## src/rtl/serial_ripple_adder_if.sv

```systemverilog
// Operand/result handshake bundle for serial_ripple_adder.
// The sub field exists only when SERIAL_ADDER_SUB_EN is defined.
interface serial_ripple_adder_if #(
  parameter int WIDTH = 8
);
  logic             in_valid;
  logic             in_ready;
  logic [WIDTH-1:0] a;
  logic [WIDTH-1:0] b;
  logic             cin;
`ifdef SERIAL_ADDER_SUB_EN
  logic             sub;
`endif
  logic             out_valid;
  logic             out_ready;
  logic [WIDTH-1:0] sum;
  logic             cout;
  logic             ovf;
  logic             busy;

  modport master (
`ifdef SERIAL_ADDER_SUB_EN
    output sub,
`endif
    output in_valid, a, b, cin, out_ready,
    input  in_ready, out_valid, sum, cout, ovf, busy
  );

  modport slave (
`ifdef SERIAL_ADDER_SUB_EN
    input  sub,
`endif
    input  in_valid, a, b, cin, out_ready,
    output in_ready, out_valid, sum, cout, ovf, busy
  );
endinterface

```

## src/rtl/serial_ripple_adder.sv

```systemverilog
// Digit-serial ripple-carry adder: DIGIT bits per clock, result after WIDTH/DIGIT cycles.
// Define SERIAL_ADDER_SUB_EN to add the sub port (A + ~B + 1, cin ignored).
//
// state  | meaning
// S_IDLE | waiting for operands, in_ready=1
// S_RUN  | adding one digit per cycle, LSB digit first
// S_DONE | result held with out_valid=1 until out_ready
module serial_ripple_adder #(
  parameter int WIDTH = 8,
  parameter int DIGIT = 2
) (
  input  logic                 clk,
  input  logic                 rst,
  serial_ripple_adder_if.slave bus
);

  if (WIDTH < 1 || DIGIT < 1 || DIGIT > WIDTH || (WIDTH % DIGIT) != 0) begin : g_param_err
    $error("serial_ripple_adder: WIDTH must be a positive multiple of DIGIT");
  end

  localparam int N     = WIDTH / DIGIT;
  localparam int CNT_W = (N > 1) ? $clog2(N) : 1;
  localparam logic [CNT_W-1:0] CNT_LAST = CNT_W'(N - 1);

  typedef enum logic [1:0] {
    S_IDLE = 2'd0,
    S_RUN  = 2'd1,
    S_DONE = 2'd2
  } state_t;

  state_t           state_q, state_d;
  logic [WIDTH-1:0] op_a_q, op_a_d;
  logic [WIDTH-1:0] op_b_q, op_b_d;
  logic [WIDTH-1:0] sum_q, sum_d;
  logic [CNT_W-1:0] cnt_q, cnt_d;
  logic             carry_q, carry_d;
  logic             cout_q, cout_d;
  logic             ovf_q, ovf_d;
  logic             out_valid_q, busy_q;

  logic             sub_w;
  logic [DIGIT-1:0] dig_a, dig_b, dig_s;
  logic             dig_c, msb_cin;
  logic [WIDTH-1:0] sum_shift;

`ifdef SERIAL_ADDER_SUB_EN
  assign sub_w = bus.sub;
`else
  assign sub_w = 1'b0;
`endif

  // One DIGIT-wide ripple slice; the carry into its top bit feeds the overflow flag.
  assign dig_a            = op_a_q[DIGIT-1:0];
  assign dig_b            = op_b_q[DIGIT-1:0];
  assign {dig_c, dig_s}   = {1'b0, dig_a} + {1'b0, dig_b} + {{DIGIT{1'b0}}, carry_q};
  assign msb_cin          = dig_s[DIGIT-1] ^ dig_a[DIGIT-1] ^ dig_b[DIGIT-1];

  if (DIGIT == WIDTH) begin : g_full_digit
    assign sum_shift = dig_s;
  end else begin : g_part_digit
    assign sum_shift = {dig_s, sum_q[WIDTH-1:DIGIT]};
  end

  always_comb begin
    state_d = state_q;
    op_a_d  = op_a_q;
    op_b_d  = op_b_q;
    sum_d   = sum_q;
    cnt_d   = cnt_q;
    carry_d = carry_q;
    cout_d  = cout_q;
    ovf_d   = ovf_q;
    case (state_q)
      S_IDLE: begin
        if (bus.in_valid) begin
          op_a_d  = bus.a;
          op_b_d  = sub_w ? ~bus.b : bus.b;
          carry_d = sub_w | bus.cin;
          cnt_d   = '0;
          state_d = S_RUN;
        end
      end
      S_RUN: begin
        op_a_d  = op_a_q >> DIGIT;
        op_b_d  = op_b_q >> DIGIT;
        sum_d   = sum_shift;
        carry_d = dig_c;
        cnt_d   = cnt_q + CNT_W'(1);
        if (cnt_q == CNT_LAST) begin
          cout_d  = dig_c;
          ovf_d   = msb_cin ^ dig_c;
          state_d = S_DONE;
        end
      end
      S_DONE: begin
        if (bus.out_ready) begin
          state_d = S_IDLE;
        end
      end
      default: state_d = S_IDLE;
    endcase
  end

  always_ff @(posedge clk or posedge rst) begin
    if (rst) begin
      state_q     <= S_IDLE;
      op_a_q      <= '0;
      op_b_q      <= '0;
      sum_q       <= '0;
      cnt_q       <= '0;
      carry_q     <= 1'b0;
      cout_q      <= 1'b0;
      ovf_q       <= 1'b0;
      out_valid_q <= 1'b0;
      busy_q      <= 1'b0;
    end else begin
      state_q     <= state_d;
      op_a_q      <= op_a_d;
      op_b_q      <= op_b_d;
      sum_q       <= sum_d;
      cnt_q       <= cnt_d;
      carry_q     <= carry_d;
      cout_q      <= cout_d;
      ovf_q       <= ovf_d;
      out_valid_q <= (state_d == S_DONE);
      busy_q      <= (state_d != S_IDLE);
    end
  end

  assign bus.in_ready  = (state_q == S_IDLE) && !rst;
  assign bus.out_valid = out_valid_q;
  assign bus.busy      = busy_q;
  assign bus.sum       = sum_q;
  assign bus.cout      = cout_q;
  assign bus.ovf       = ovf_q;

endmodule

```

## src/flat_wrapper.sv

```systemverilog
// flat-port wrapper written by rule: the top's interface ports become plain ports
module serial_ripple_adder_flat 
#(
  parameter int WIDTH = 8,
  parameter int DIGIT = 2
)
  (clk, rst, bus_in_valid, bus_a, bus_b, bus_cin, bus_out_ready, bus_in_ready, bus_out_valid, bus_sum, bus_cout, bus_ovf, bus_busy);
  serial_ripple_adder_if #(.WIDTH(WIDTH)) bus_i ();
  input  logic clk;
  input  logic rst;
  input wire logic [$bits(bus_i.in_valid)-1:0] bus_in_valid;
  input wire logic [$bits(bus_i.a)-1:0] bus_a;
  input wire logic [$bits(bus_i.b)-1:0] bus_b;
  input wire logic [$bits(bus_i.cin)-1:0] bus_cin;
  input wire logic [$bits(bus_i.out_ready)-1:0] bus_out_ready;
  output wire logic [$bits(bus_i.in_ready)-1:0] bus_in_ready;
  output wire logic [$bits(bus_i.out_valid)-1:0] bus_out_valid;
  output wire logic [$bits(bus_i.sum)-1:0] bus_sum;
  output wire logic [$bits(bus_i.cout)-1:0] bus_cout;
  output wire logic [$bits(bus_i.ovf)-1:0] bus_ovf;
  output wire logic [$bits(bus_i.busy)-1:0] bus_busy;
  assign bus_i.in_valid = bus_in_valid;
  assign bus_i.a = bus_a;
  assign bus_i.b = bus_b;
  assign bus_i.cin = bus_cin;
  assign bus_i.out_ready = bus_out_ready;
  assign bus_in_ready = bus_i.in_ready;
  assign bus_out_valid = bus_i.out_valid;
  assign bus_sum = bus_i.sum;
  assign bus_cout = bus_i.cout;
  assign bus_ovf = bus_i.ovf;
  assign bus_busy = bus_i.busy;
  serial_ripple_adder #(.WIDTH(WIDTH), .DIGIT(DIGIT)) u_core (.clk(clk), .rst(rst), .bus(bus_i));
endmodule
```

## config.mk

```make
export PLATFORM = sky130hd
export DESIGN_NAME = serial_ripple_adder_flat
export DESIGN_NICKNAME = d
export VERILOG_FILES = /design/src/rtl/serial_ripple_adder_if.sv /design/src/rtl/serial_ripple_adder.sv /design/src/flat_wrapper.sv
export SDC_FILE = /design/constraint.sdc
export NUM_CORES = 1
export LEC_CHECK = 0
export CAP_MARGIN = 20
export CORE_ASPECT_RATIO = 0.7
export CORE_MARGIN = 8
export CORE_UTILIZATION = 45
export DETAILED_ROUTE_END_ITERATION = 8
export PLACE_DENSITY = 0.81
export SYNTH_ARGS = -nofsm -noshare
export SYNTH_HDL_FRONTEND = slang
export SYNTH_SLANG_ARGS = --single-unit
export TNS_END_PERCENT = 50
```

## constraint.sdc

```tcl
create_clock -name clk -period 2.1 [get_ports clk]
set_input_delay 0.63 -clock clk [delete_from_list [all_inputs] [get_ports clk]]
set_output_delay 0.63 -clock clk [all_outputs]
set_load 0.01 [all_outputs]
```

==> metrics.md <==
| Metric | Value |
|---|---|
| Length of the first detailed-routing pass in iterations | 4 |
| Post-synthesis register bit count | 33 |
| Remaining global-route overflow | 0 |
| Psw | 0.001163 W |
| Final cycle utilization of the critical path | 94.57% |
| Worst path buffer plus inverter count | 2 |
| Post-layout net count | 203 |
| Largest stage delay on the critical path | 0.42 ns |
| Met1 Routed Length | 1323 um |
| Antenna-violating nets left | 0 |
| LEAKAGE | 0.8996 nW |
| Fraction of registers with async set/reset | 100.0% |
| Count of flip-flops with a built-in enable after synthesis | 0 |
| Clk root buf | clkbuf_8 |
| Antenna cells | 0 |
| Fillers | 256 |
| Headroom to the max-slew limit | 58.69% |
| FP Rows | 17 |
| Global-route wire length before repair | 5437 um |
| DR top layer | met4 |
| Total of max-cap violations | 0 |
| Placer Congestion | 0.7840 |
| Clock tree from TritonCTS | done |
| Vias | 1,170 |
| Internal power | 0.001877 W |
| Data arrival time at the worst-slack endpoint | 1.36 ns |
| Number of violations reported at the end of detailed-routing iteration 0 | 80 |
| H-tree depth | 2 |
| Overall routing resource usage | 12.52% |
| Number of endpoints failing setup at the final stage | 0 |
| Via density per instance | 5.367 |
| Cell count after synthesis | 144 |
| Die X | 85.19 um |
| Final clock skew | 0.002974 ns |
| Number of nets produced by synthesis | 168 |
| Sequential element share of the synthesized area | 54.77% |
| Routed wire length on met3 | 268 um |
| Startpoint Class | input pin |
| Sw frac | 38.26% |
| Met2 WL | 1557 um |
| Clock-pin slew on the worst setup and hold paths | 0.06 ns |
| Port Buf Inserts | 33 |
| Number of CTS-inserted buffers | 5 |
| CORE AREA | 3169 um2 |
| Number of global-route vias before repair | 1,204 |
| Slew Limit Fails | 0 |
| Max Fanout on Critical Path | 2 |
| Top Ports | 34 |
| Mapped Avg Cell Area | 10.47 um2 |
| Slowest cell on the critical path | clkdlybuf4s50_1 |
| Antenna violations before repair | 0 |
| Result of the run | complete, no violations |
| Minimum hold slack | 0.4735 ns |
| Total negative slack | 0 ns |
| Fmax | 503.5 MHz |
| Required time at the endpoint of the critical path | 1.47 ns |
| Number of clock sinks seen by CTS | 33 |
| Clk pwr share | 14.6% |
| Total Wirelength | 3173 um |
| Reg power frac | 36.7% |
| Maximum number of pins on one net before global-route repair | 34 |
| Post CTS Setup Buffer Count | 0 |
| Peak supply drop | 0.7839 mV |
| Cell variety after synth | 31 |
| Share of layout cells above drive strength 1 | 8.333% |
| DRC | 0 |
| Post-DR wirelength/cell | 14.56 um |
| Die Y | 64.43 um |
| Power density over the cells | 1591 nW/um2 |
| Cts-stage hold buffer count | 0 |
| Latest clock arrival within the worst-skew pair | 0.28 ns |
| Min-delay worst type | flip-flop to flip-flop |
| Final HPWL from detailed placement | 2299 um |
| Cell area after synthesis | 1508 um2 |
| Area Overhead vs Synth | 26.72% |
| Path type of the worst setup path | input pin to output pin |
| Number of buffers on the longest clock path | 2 |
| Post-layout min period | 1.986 ns |
| Most frequently used flop master after synthesis | dfrtp_1 |
| List of cells traversed by the critical path | clkdlybuf4s50_1 -> nor3_1 -> clkbuf_2 |
| Initial cell density of the core | 47.57% |
| Worst path top cell family by delay | buffers and inverters |
| CP endpoint kind | output pin |
| Total count of hold-check failures in the final report | 0 |
| Warnings, synthesis | 0 |
| Die outline area | 5488 um2 |
| Combinational cell fraction of total power | 48.6% |
| Slew at the pin closest to its max-slew limit | 0.6196 ns |
| Unrepaired setup endpoints after global routing | no |
| Area of the multi-input gates | 535.5 um2 |
| Register area | 825.8 um2 |
[layout by cell type, fill, tap and decap left out, types with 4 or more instances in the layout]
cell and instances:
a22oi_1 12, clkbuf_8 5, clkdlybuf4s50_1 32, dfrtp_1 33, inv_1 17, nand2_1 23
nor2_1 4, o21ai_0 7, o22ai_1 11
[kinds of logic (layout without fill, tap and decap cells)]
logic type,Yosys count,after routing,share of synthesized area [%]
simple gates,38,38,12.28
flops,33,33,54.77
compound gates,40,40,18.01
fa+ha+maj,3,3,3.485
buf+inv,27,63,9.709
xor+xnor,3,3,1.743
[path summary, 6_finish.rpt]
check,to,slack (ns),cells after the start,from
min,u_core.bus.sum[1]$_DFFE_PP0P_,0.47,2,u_core.bus.sum[1]$_DFFE_PP0P_
max reg2reg,u_core.bus.ovf$_DFFE_PP0P_,0.18,6,u_core.carry_q$_DFFE_PP0P_
max in group asynchronous,u_core.op_a_q[5]$_DFFE_PP0P_,1.04,3,rst
min reg2reg,u_core.bus.sum[1]$_DFFE_PP0P_,0.47,2,u_core.bus.sum[1]$_DFFE_PP0P_
min in group asynchronous,u_core.bus.cout$_DFFE_PP0P_,0.77,3,rst
max,bus_in_ready,0.11,3,rst
[per-layer routing]
| layer | GRT usage [%] | up-vias |
|---|---|---|
| met5 | 0 | - |
| met2 | 21.17 | 37 |
| met4 | 3.311 | 0 |
| met3 | 6.541 | 4 |
| li1 | - | 560 |
| met1 | 13.59 | 569 |
[through the flow]
| stage | instances | setup slack (ns) | cell area [um2] | power, W | util (%) |
|---|---|---|---|---|---|
| detailed placement | 210 | -0.2963 | 1836 | 0.002598 | 57.92 |
| global placement | 210 | -0.2607 | 1836 | 0.002530 | 57.92 |
| finish | 218 | 0.1141 | 1911 | 0.003040 | 60.28 |
| global route | 218 | 0.09700 | 1911 | 0.003288 | 60.28 |
| floorplan | 144 | 0.3211 | 1508 | 0.002207 | - |
| CTS | 218 | 0.0009589 | 1916 | 0.003070 | 60.44 |
[area by class of cell]
class	instances	share of cell area [%]
Tap cell	38	2.489
Clock buffer	8	4.191
Inverter	19	3.864
Timing Repair Buffer	36	18.21
Sequential cell	33	43.22
Multi-Input combinational cell	84	28.03
[power by group through the flow]
stage          Combinational (W)  Clock (W)  Sequential (W)
6_report                 0.00148   0.000445         0.00112
5_1_grt                  0.00164   0.000496         0.00115
4_1_cts                  0.00150   0.000458         0.00111
3_5_place_dp             0.00148          0         0.00112
3_3_place_gp             0.00143          0         0.00110
2_1_floorplan            0.00107          0         0.00114
[registers in the layout, indices dropped and copies added, names as in the netlist]
register and flops:
u_core.bus.cout 1, u_core.carry_q 1, u_core.bus.out_valid 1, u_core.op_a_q 8, u_core.state_q 2, u_core.op_b_q 8, u_core.cnt_q 2, u_core.bus.ovf 1
u_core.bus.busy 1, u_core.bus.sum 8
[cell usage after synthesis (2+ instances only)]
| cell | number | area, um2 |
|---|---|---|
| dfrtp_1 | 33 | 825.8 |
| a22oi_1 | 12 | 90.09 |
| fa_1 | 2 | 40.04 |
| nand2b_1 | 2 | 12.51 |
| nand2_1 | 23 | 86.33 |
| o22ai_1 | 11 | 68.82 |
| buf_6 | 5 | 56.30 |
| inv_1 | 17 | 63.81 |
| o21ai_0 | 7 | 35.03 |
| a21oi_1 | 3 | 15.01 |
| nand3_1 | 3 | 15.01 |
| nor2_1 | 4 | 15.01 |
| xnor2_1 | 3 | 26.28 |
| o31ai_1 | 2 | 15.01 |
[worst register-to-register path: cells and delay by family, from the launching register on]
kind                     cells  cell delay (ns)
flip-flops                   1             0.38
AO/OA/AOI/OAI                1             0.08
adder cells (fa/ha/maj)      2             0.92
XOR/XNOR                     2             0.35
buffers and inverters        1             0.07
[repair_timing]
action | CTS | global route
resized for setup | 2 | 1
endpoints found under the hold margin | 0 | 0
endpoints found under the setup margin | 1 | 1
Power figures use the tool's default switching activity.
